==> src/rtl/airi5c_fpu_issue_queue.sv <==
// airi5c_fpu_issue_queue
// Buffered issue front-end for the FP execution unit. Requests are queued in a
// small circular FIFO and issued one at a time with a one-cycle load strobe.
// Each result is held on a valid/ready response port together with its tag.
// Optional feature: define FPU_FLAG_ACCUM_EN to add a sticky accumulator of
// response flags (fflags_clr / fflags_acc ports).
module airi5c_fpu_issue_queue #(
  parameter int DATA_W = 32,
  parameter int DEPTH  = 4,
  parameter int OP_W   = 22,
  parameter int TAG_W  = 5
) (
  input  logic                       clk,
  input  logic                       reset,
  input  logic                       kill,
  input  logic                       req_valid,
  output logic                       req_ready,
  input  logic [OP_W-1:0]            req_op,
  input  logic [2:0]                 req_rm,
  input  logic [DATA_W-1:0]          req_a,
  input  logic [DATA_W-1:0]          req_b,
  input  logic [TAG_W-1:0]           req_tag,
  output logic                       exu_load,
  output logic                       exu_kill,
  output logic [OP_W-1:0]            exu_op,
  output logic [2:0]                 exu_rm,
  output logic [DATA_W-1:0]          exu_a,
  output logic [DATA_W-1:0]          exu_b,
  input  logic [DATA_W-1:0]          exu_result,
  input  logic [4:0]                 exu_flags,
  input  logic                       exu_ready,
  output logic                       resp_valid,
  input  logic                       resp_ready,
  output logic [DATA_W-1:0]          resp_result,
  output logic [4:0]                 resp_flags,
  output logic [TAG_W-1:0]           resp_tag,
  output logic [$clog2(DEPTH+1)-1:0] count,
  output logic                       busy
`ifdef FPU_FLAG_ACCUM_EN
  ,
  input  logic                       fflags_clr,
  output logic [4:0]                 fflags_acc
`endif
);

  localparam int PTR_W = $clog2(DEPTH);
  localparam int CNT_W = $clog2(DEPTH + 1);
  localparam logic [CNT_W-1:0] FULL_CNT = CNT_W'(DEPTH);

  typedef enum logic [1:0] {S_IDLE, S_WAIT, S_RESP} state_t;

  // Request storage, one slot per queued operation
  logic [OP_W-1:0]   r_memOp  [DEPTH];
  logic [2:0]        r_memRm  [DEPTH];
  logic [DATA_W-1:0] r_memA   [DEPTH];
  logic [DATA_W-1:0] r_memB   [DEPTH];
  logic [TAG_W-1:0]  r_memTag [DEPTH];

  logic [PTR_W-1:0]  r_wrPtr;
  logic [PTR_W-1:0]  r_rdPtr;
  logic [CNT_W-1:0]  r_count;

  state_t            r_state;
  logic [TAG_W-1:0]  r_issueTag;
  logic              r_respValid;
  logic [DATA_W-1:0] r_respResult;
  logic [4:0]        r_respFlags;
  logic [TAG_W-1:0]  r_respTag;

  logic w_empty;
  logic w_full;
  logic w_push;
  logic w_pop;
  logic w_respHs;

  assign w_empty  = (r_count == '0);
  assign w_full   = (r_count == FULL_CNT);
  assign w_respHs = r_respValid & resp_ready;

  // Issue happens from IDLE, or from RESP in the same cycle the response is taken
  assign w_pop = !reset && !kill && !w_empty &&
                 ((r_state == S_IDLE) || ((r_state == S_RESP) && resp_ready));
  assign w_push = req_valid && req_ready && !reset;

  assign req_ready = !w_full && !kill;
  assign exu_load  = w_pop;
  assign exu_kill  = kill | reset;
  assign exu_op    = r_memOp[r_rdPtr];
  assign exu_rm    = r_memRm[r_rdPtr];
  assign exu_a     = r_memA[r_rdPtr];
  assign exu_b     = r_memB[r_rdPtr];

  assign resp_valid  = r_respValid;
  assign resp_result = r_respResult;
  assign resp_flags  = r_respFlags;
  assign resp_tag    = r_respTag;
  assign count       = r_count;
  assign busy        = (r_count != '0) || (r_state != S_IDLE);

  // Write an accepted request into the tail slot; storage needs no reset
  always_ff @(posedge clk) begin
    if (w_push) begin
      r_memOp[r_wrPtr]  <= req_op;
      r_memRm[r_wrPtr]  <= req_rm;
      r_memA[r_wrPtr]   <= req_a;
      r_memB[r_wrPtr]   <= req_b;
      r_memTag[r_wrPtr] <= req_tag;
    end
  end

  // Pointer and occupancy bookkeeping; kill or reset empties the queue
  always_ff @(posedge clk) begin
    if (reset || kill) begin
      r_wrPtr <= '0;
      r_rdPtr <= '0;
      r_count <= '0;
    end else begin
      if (w_push) r_wrPtr <= r_wrPtr + 1'b1;
      if (w_pop)  r_rdPtr <= r_rdPtr + 1'b1;
      if (w_push && !w_pop)      r_count <= r_count + 1'b1;
      else if (!w_push && w_pop) r_count <= r_count - 1'b1;
    end
  end

  // Issue/complete sequencer with registered response outputs
  always_ff @(posedge clk) begin
    if (reset) begin
      r_state      <= S_IDLE;
      r_issueTag   <= '0;
      r_respValid  <= 1'b0;
      r_respResult <= '0;
      r_respFlags  <= '0;
      r_respTag    <= '0;
    end else if (kill) begin
      r_state     <= S_IDLE;
      r_respValid <= 1'b0;
    end else begin
      case (r_state)
        S_IDLE: begin
          if (w_pop) begin
            r_issueTag <= r_memTag[r_rdPtr];
            r_state    <= S_WAIT;
          end
        end
        S_WAIT: begin
          if (exu_ready) begin
            r_respResult <= exu_result;
            r_respFlags  <= exu_flags;
            r_respTag    <= r_issueTag;
            r_respValid  <= 1'b1;
            r_state      <= S_RESP;
          end
        end
        S_RESP: begin
          if (resp_ready) begin
            r_respValid <= 1'b0;
            if (w_pop) begin
              r_issueTag <= r_memTag[r_rdPtr];
              r_state    <= S_WAIT;
            end else begin
              r_state <= S_IDLE;
            end
          end
        end
        default: r_state <= S_IDLE;
      endcase
    end
  end

`ifdef FPU_FLAG_ACCUM_EN
  logic [4:0] r_flagAcc;

  assign fflags_acc = r_flagAcc;

  // Sticky OR of every consumed response's flags; a clear still keeps a coincident response
  always_ff @(posedge clk) begin
    if (reset) begin
      r_flagAcc <= '0;
    end else if (fflags_clr) begin
      r_flagAcc <= w_respHs ? r_respFlags : 5'b0;
    end else if (w_respHs) begin
      r_flagAcc <= r_flagAcc | r_respFlags;
    end
  end
`endif

endmodule

==> config.mk <==
export PLATFORM = sky130hd
export DESIGN_NAME = airi5c_fpu_issue_queue
export DESIGN_NICKNAME = d
export VERILOG_FILES = /design/src/rtl/airi5c_fpu_issue_queue.sv
export SDC_FILE = /design/constraint.sdc
export NUM_CORES = 1
export LEC_CHECK = 0
export CORE_ASPECT_RATIO = 0.75
export CORE_MARGIN = 2
export CORE_UTILIZATION = 30
export CTS_BUF_LIST = sky130_fd_sc_hd__clkbuf_4 sky130_fd_sc_hd__clkbuf_8 sky130_fd_sc_hd__clkbuf_16
export CTS_CLUSTER_SIZE = 16
export DETAILED_ROUTE_END_ITERATION = 16
export SYNTH_ARGS = -nofsm -noshare
export SYNTH_HDL_FRONTEND = slang
export SYNTH_SLANG_ARGS = --single-unit
==> constraint.sdc <==
create_clock -name clk -period 4 [get_ports clk]
set_input_delay 0.8 -clock clk [delete_from_list [all_inputs] [get_ports clk]]
set_output_delay 0.8 -clock clk [all_outputs]
set_load 0.05 [all_outputs]
Word-level counts from Yosys, hierarchy flattened
Memories as Yosys holds them, arrays and structs flattened. A register that Yosys moved wholly into a read port is not among the register bits.
Index checks and enable logic that the tools add are counted.

word-level totals
  bits of input ports = 137
  logic and storage cells = 81
  flip-flop bits (word level) = 57
  memories kept = 5
  memory bits (writable) = 376
  output and inout bits = 139

cells by class
  bitwise gates (word level) = 2
  muxes and demuxes = 25
  equality and inequality tests = 6
  add/subtract/negate cells = 4
  reduce and logical (&&, ||, !) cells = 30

memories
  name      depth  bits a word  read ports  clocked after Yosys merged registers in  write ports  RTL line  source
  r_memA    4      32           1           1                                        1            55        logic [DATA_W-1:0] r_memA [DEPTH];
  r_memB    4      32           1           1                                        1            56        logic [DATA_W-1:0] r_memB [DEPTH];
  r_memOp   4      22           1           1                                        1            53        logic [OP_W-1:0] r_memOp [DEPTH];
  r_memTag  4      5            1           1                                        1            57        logic [TAG_W-1:0] r_memTag [DEPTH];
  r_memRm   4      3            1           1                                        1            54        logic [2:0] r_memRm [DEPTH];

operators with widths
  kind                 number
  $mux 2               13
  $reduce_and 3->1     4
  $mux 5               2
  $pmux 5 s2           1
  $logic_and 1x1->1    9
  $reduce_bool 2->1    4
  $logic_not 1->1      6
  $mux 3               2
  $ne 2x2->1 const B   3
  $pmux 2 s3           1
  $mux 1               5
  $add 2x1->2 const B  2
  $add 3x1->3 const B  1
  $eq 3x3->1 const B   1
  $logic_not 3->1      1
  $logic_or 1x1->1     3
  $reduce_bool 3->1    1
  $sub 3x1->3 const B  1
  $eq 2x1->1 const B   1
  $eq 2x2->1 const B   1
  $logic_not 2->1      1
  $pmux 1 s2           1
  $reduce_or 2->1      1
  $not 1->1            1
  $or 1x1->1           1

Longest topological paths before layout
Gate-level depths: netlist of the first run.

  depth after elaboration = 9
  depth in mapped cells = 10
  depth with buffers taken out = 10

Least setup slack after synthesis of the first run
OpenSTA, ideal clock, no wires.

  path type = input to register
  start = in reset
  end = mem r_memA[0][0], enable pin
  cell stages on the path = 5
  data required time = 3537 ps
  arrival time = 3736 ps
  setup time = 463 ps
  path buffers = 1
  slack = -199 ps
  cell sequence = nor2_1 > inv_1 > buf_2 > nor2_1 > and2_1

between the ends
  cells in the longest elaborated chain, start to end = 4

ends and longest elaborated chain
  what                          RTL line  source
  start, declared               14        input logic reset,
  $logic_not 1->1               83        assign w_push = req_valid && req_ready && !reset;
  $logic_and 1x1->1             83
  via w_push                    72        logic w_push;
  $mux 1                        102       if (w_push) begin
  $mux 1 (implied by the code)  105       r_memA[r_wrPtr] <= req_a;
  end, declared                 55

The timed path passes the listed nets, and every way through them passes these cells.

==> results.md, run 1 <==
- Grt met2 use: 0.1858
- Initial core utilization: 0.3019
- Routed WL: 34640 um
- Slew of the pin with the lowest slew margin: 0.6600 ns
- R2R setup slack: 1.34 ns
- DRC violations left: 0
- Post CTS Setup Buffer Count: 0
- Largest net degree at the start of global routing: 48
- Power per Cell Area: 451.7 nW/um^2
- Tmin final: 3.713 ns
- Total grt overflow: 0
- Net Switching: 0.002019 W
- Synth top cells by count: edfxtp_1, mux4_2, nand2_1
- Std-Cell Rows: 73
- Busiest layer in global routing: met2
- Mean Syn Cell Area: 20.71 um^2
- Switching share of total power: 0.2131
- Combinational power share: 0.069
- Post-synth ARST share: 0
- Synth cell types: 32
- Die X: 269.7 um
- Vias in the first global route: 8226
- Nature of the critical path startpoint: register
- Internal power: 0.007456 W
- Final Hold Fails: 0
- Drt wl/cell: 19.07 um
- Pre-antenna DRT Iters: 4
- Post-synth EDFFs: 376
- Largest area contributor in the netlist: edfxtp_1
- Nets@finish: 1217
- FF/Latch Area: 12480 um^2
- Synth top area cells: edfxtp_1, mux4_2, dfxtp_1
- RSZ-0062 raised after global routing: no
- Clock sinks: 435
- CTS tree: yes
- IO Pins: 276
- Share of the synthesized area in the top cell type: 0.7108
- Port Buffers: 275
- Die extent in y: 203.3 um
- Via density: 4.499
- Fmax: 0.2694 GHz
- Dominant synthesized flop cell: edfxtp_1
- Longest Clk Path Bufs: 3
- Met1 Track Usage GR: 0.1750
- CP Max Fanout: 18
- Area of the multi-input gates: 3110 um^2
- Post-layout util: 0.3987
- Routability cong.: 0.7249
- Final Skew: 0.02158 ns
- Placed wire-length estimate: 21950 um
- Clock transition at path regs: 0.06 ns
- CP endpoint kind: primary output
- Syn nets: 910
- WS Path Type: register to primary output
- Met3 Use GR: 0.04121
- Clk pwr share: 0.404
- Reg power frac: 0.527
- Clk_lat worst skew: 0.56 ns
- Area grow syn2layout: 32.04%
- Inserted Diodes: 0
- Initial antenna violation count: 5
- Cells after synthesis: 767
- Slew Viols, Final: 0
- Total number of vias: 8170
- Post-CTS sizing: 0
- Seq cells post-synth: 435
- Final Setup Violations: 0
- HP Class: register to register
- DRT iter0 DRCs: 479
- Die area: 54830 um^2
- Crit path arrival time: 2.91 ns
- # fillers: 4746
- First-pass GRT wire length: 51760 um
- Leak pwr: 6.526 nW
- CP required: 3.20 ns
- Synth warn: 0
- GRT Overall Usage: 0.1246
- Count leader, synth: edfxtp_1
- Sequential share of the synthesized area: 0.7851
- Share of cells above drive strength 1: 0.1730
- Result of the run: finished clean
- Antenna Nets Post-Route: 0
- Num CTS Buffers: 43
- CTS root buffer: clkbuf_16
- Hold-fix buffers, CTS: 0
- # H-tree levels: 2
- Peak supply drop: 0.2990 mV
- Slew HR: 0.5586
- Maxcap violations: 0
- Crit share post-route: 0.9281
- Setup TNS: 0 ns
- Core ar.: 52610 um^2
- Synth Cell Area: 15890 um^2
final timing paths:
path	start	endpoint	cells after the start
hold reg to reg	resp_flags[4]$_SDFFE_PP0P_	resp_flags[4]$_SDFFE_PP0P_	2
hold / removal	resp_flags[4]$_SDFFE_PP0P_	resp_flags[4]$_SDFFE_PP0P_	2
setup / recovery	register	exu_b[23]	3
setup reg to reg	count[2]$_SDFFE_PP0P_	count[2]$_SDFFE_PP0P_	10
per-layer routing:
layer,up-vias,wire length [um]
met5,-,60
met4,8,524
met3,42,2483
met2,235,15650
met1,4197,15920
li1,3688,-
power by group through the flow:
stage	Sequential, W	Clock, W	Combinational (W)
after detailed placement	0.00509	0	0.000664
final	0.00499	0.00383	0.000658
after global placement	0.00509	0	0.000657
after global routing	0.00499	0.00415	0.000694
after floorplan	0.00510	0	0.000329
after CTS	0.00499	0.00396	0.000667
kinds of logic (layout without fill, tap and decap cells):
group / Yosys count / in the layout / synth area share
flops: 435 / 435 / 0.7851
simple gates: 115 / 115 / 0.02930
xor+xnor: 3 / 3 / 0.001654
fa+ha+maj: 6 / 6 / 0.005199
buf+inv: 45 / 382 / 0.02009
mux: 96 / 96 / 0.1362
compound gates: 67 / 67 / 0.02245
area by class of cell:
| class | count | share of cell area |
|---|---|---|
| multi-input combinational | 287 | 0.1483 |
| timing repair buffer | 299 | 0.1491 |
| tap | 712 | 0.04247 |
| clock inverter | 17 | 0.006144 |
| sequential | 435 | 0.5950 |
| clock buffer | 58 | 0.05756 |
| inverter | 8 | 0.001432 |
worst max-delay path, stage by stage, from the launching register on:
cell             delay (ns)
dfxtp_4                0.64
buf_4                  0.37
mux4_1                 0.61
clkdlybuf4s50_1        0.72
metrics by stage:
step | hold slack [ns] | setup slack [ns] | instance area, um^2 | power [W] | cells
finish | 0.4543 | 0.2874 | 20980 | 0.009475 | 1816
global route | 0.4726 | 0.1123 | 20980 | 0.009835 | 1816
CTS | 0.4558 | 0.1562 | 20980 | 0.009625 | 1816
detailed placement | 0.4473 | 0.6262 | 19640 | 0.005755 | 1741
global placement | 0.4415 | 0.6647 | 19640 | 0.005746 | 1741
floorplan | 0.4284 | 0.8384 | 15890 | 0.005427 | 767
layout by cell type, fill, tap and decap left out, drive strengths merged, types with 4 or more instances in the layout:
master,instances
clkbuf,58
nand2,87
nor2,14
clkdlybuf4s50,273
clkinv,9
edfxtp,376
and2,4
buf,26
inv,12
nand3,5
a21oi,52
dfxtp,59
o21ai,8
ha,5
mux4,94
sequential cells by signal, summed over array words and instances (netlist names), 5 cells and up, named ones only:
name and count:
r_memA 128, r_memB 128, r_memOp 88, resp_result 32, r_memTag 20, r_memRm 12, r_issueTag 5, resp_flags 5
resp_tag 5
Note: power is estimated with default switching activity, not from simulation.
==> run 2, diff against run 1 <==
Settings changed: PLACE_DENSITY set to 0.51.
Clock period 4 ns to 3.9 ns, I/O delays scaled along.
==> results.md, run 2 (same netlist as run 1, synthesis figures left out) <==
- Slew of the pin with the lowest slew margin: 0.6363 ns
- Die area: 54830 um^2
- Final worst-path setup slack: 0.3351 ns
- CP required: 3.12 ns
- WS Path Type: register to primary output
- RSZ-0062 raised after global routing: no
- Largest net degree at the start of global routing: 48
- Final Setup Violations: 0
- Final Non-Filler Cells: 1824
- Nature of the critical path startpoint: register
- Power per Cell Area: 474.4 nW/um^2
- Initial antenna violation count: 5
- Area grow syn2layout: 32.55%
- Std-Cell Rows: 73
- Pre-antenna DRT Iters: 4
- Total grt overflow: 0
- Vias in the first global route: 8509
- Biggest regs: r_memA: 128 flops, r_memB: 128 flops, r_memOp: 88 flops
- Clock transition at path regs: 0.06 ns
- Clk_lat worst skew: 0.58 ns
- Cells along the critical path: buf_12, mux4_1, clkdlybuf4s50_1
- # H-tree levels: 2
- Peak supply drop: 0.2796 mV
- HP Class: register to register
- Longest Clk Path Bufs: 3
- Maxcap violations: 0
- Num CTS Buffers: 45
- Share of cells above drive strength 1: 0.1784
- Die X: 269.7 um
- Antenna Nets Post-Route: 0
- Via density: 4.414
- Result of the run: finished clean
- Tmin final: 3.565 ns
- Leak pwr: 6.577 nW
- Routability cong.: 0.7305
- Hold-fix buffers, CTS: 0
- Final Skew: 0.02664 ns
- Fmax: 0.2805 GHz
- Crit-path max cell delay: 0.74 ns
- Crit-path slowest cell: clkdlybuf4s50_1
- DRT iter0 DRCs: 550
- First-pass GRT wire length: 53270 um
- Fin Hold WS: 0.4516 ns
- Crit path arrival time: 2.78 ns
- Nets@finish: 1218
- PnR Total Power: 0.009988 W
- Core ar.: 52610 um^2
- Placed wire-length estimate: 21710 um
- Total number of vias: 8051
- Drt wl/cell: 19.34 um
- GRT Overall Usage: 0.1285
- CTS root buffer: clkbuf_16
- Post-Place Worst Slack: 0.5699 ns
- CP Max Fanout: 41
- Post CTS Setup Buffer Count: 0
- CP endpoint kind: primary output
- Slew HR: 0.5745
- Initial core utilization: 0.3019
- CTS tree: yes
- Placed Instances: 1740
- Clock sinks: 435
- Post-CTS sizing: 0
- IO Pins: 276
- Most frequent cells in the layout: edfxtp_1, clkdlybuf4s50_1, mux4_2
- Port Buffers: 275
- Die extent in y: 203.3 um
- Final Hold Fails: 0
- DRC violations left: 0
- Crit share post-route: 0.9141
- Slew Viols, Final: 0
- Commonest non-fill, non-tap cell in the layout: edfxtp_1
- Routed WL: 35280 um
- Setup TNS: 0 ns
==> run 2: cell count changes in the layout (fill, tap and decap cells not counted), sizes merged <==
cell and delta:
bufinv +2, diode +2, inv -2, clkinv +7, buf -1
==> run 2: power breakdown <==
part | switching (W) | internal, W
logic | 0.000377 | 0.000297
clock network | 0.00176 | 0.00244
registers | 0.0000158 | 0.00510
total | 0.00215 | 0.00784
==> run 2: final timing paths <==
path,endpoint,slack (ns),start,cells past startpoint
worst min-delay path,resp_tag[4]$_SDFFE_PP0P_,0.45,resp_tag[4]$_SDFFE_PP0P_,2
worst max register to register,count[2]$_SDFFE_PP0P_,1.28,count[2]$_SDFFE_PP0P_,10
worst max-delay path,exu_b[22],0.34,register,3
worst min register to register,resp_tag[4]$_SDFFE_PP0P_,0.45,resp_tag[4]$_SDFFE_PP0P_,2
==> run 2: metal layers <==
layer | track usage | part of all wire | vias to the layer above
met5 | 0 | 0.00034 | -
met1 | 0.1708 | 0.45 | 4091
li1 | - | - | 3708
met3 | 0.05016 | 0.083 | 51
met4 | 0.03889 | 0.018 | 2
met2 | 0.1948 | 0.45 | 199
==> run 2: final cells by class <==
cell class / instances / area [um^2]
repair buffers: 298 / 3083
flip-flops and latches: 435 / 12480
diodes: 2 / 5.005
clock buffers: 58 / 1230
well taps: 712 / 890.9
inverters: 8 / 30.03
multi-input cells: 287 / 3110
clock inverters: 24 / 226.5
fillers: 4819 / 31560
==> run 2: critical path, delay by kind of cell (launching register included) <==
kind,cells,cell delay [ns]
flip-flops,1,0.42
buffers and inverters,2,1.08
multiplexers,1,0.68
==> run 2: stage by stage <==
stage,utilization,area (um^2)
2_1_floorplan,-,15890
3_3_place_gp,0.3724,19590
3_5_place_dp,0.3724,19590
4_1_cts,0.4001,21050
5_1_grt,0.4001,21050
6_report,0.4002,21060
==> run 3, diff against run 2 <==
Settings changed: ABC_CLOCK_PERIOD_IN_PS set to 3900.
==> results of run 3 <==
Same layout as run 2: the final DEF is identical, and so are final timing and power.
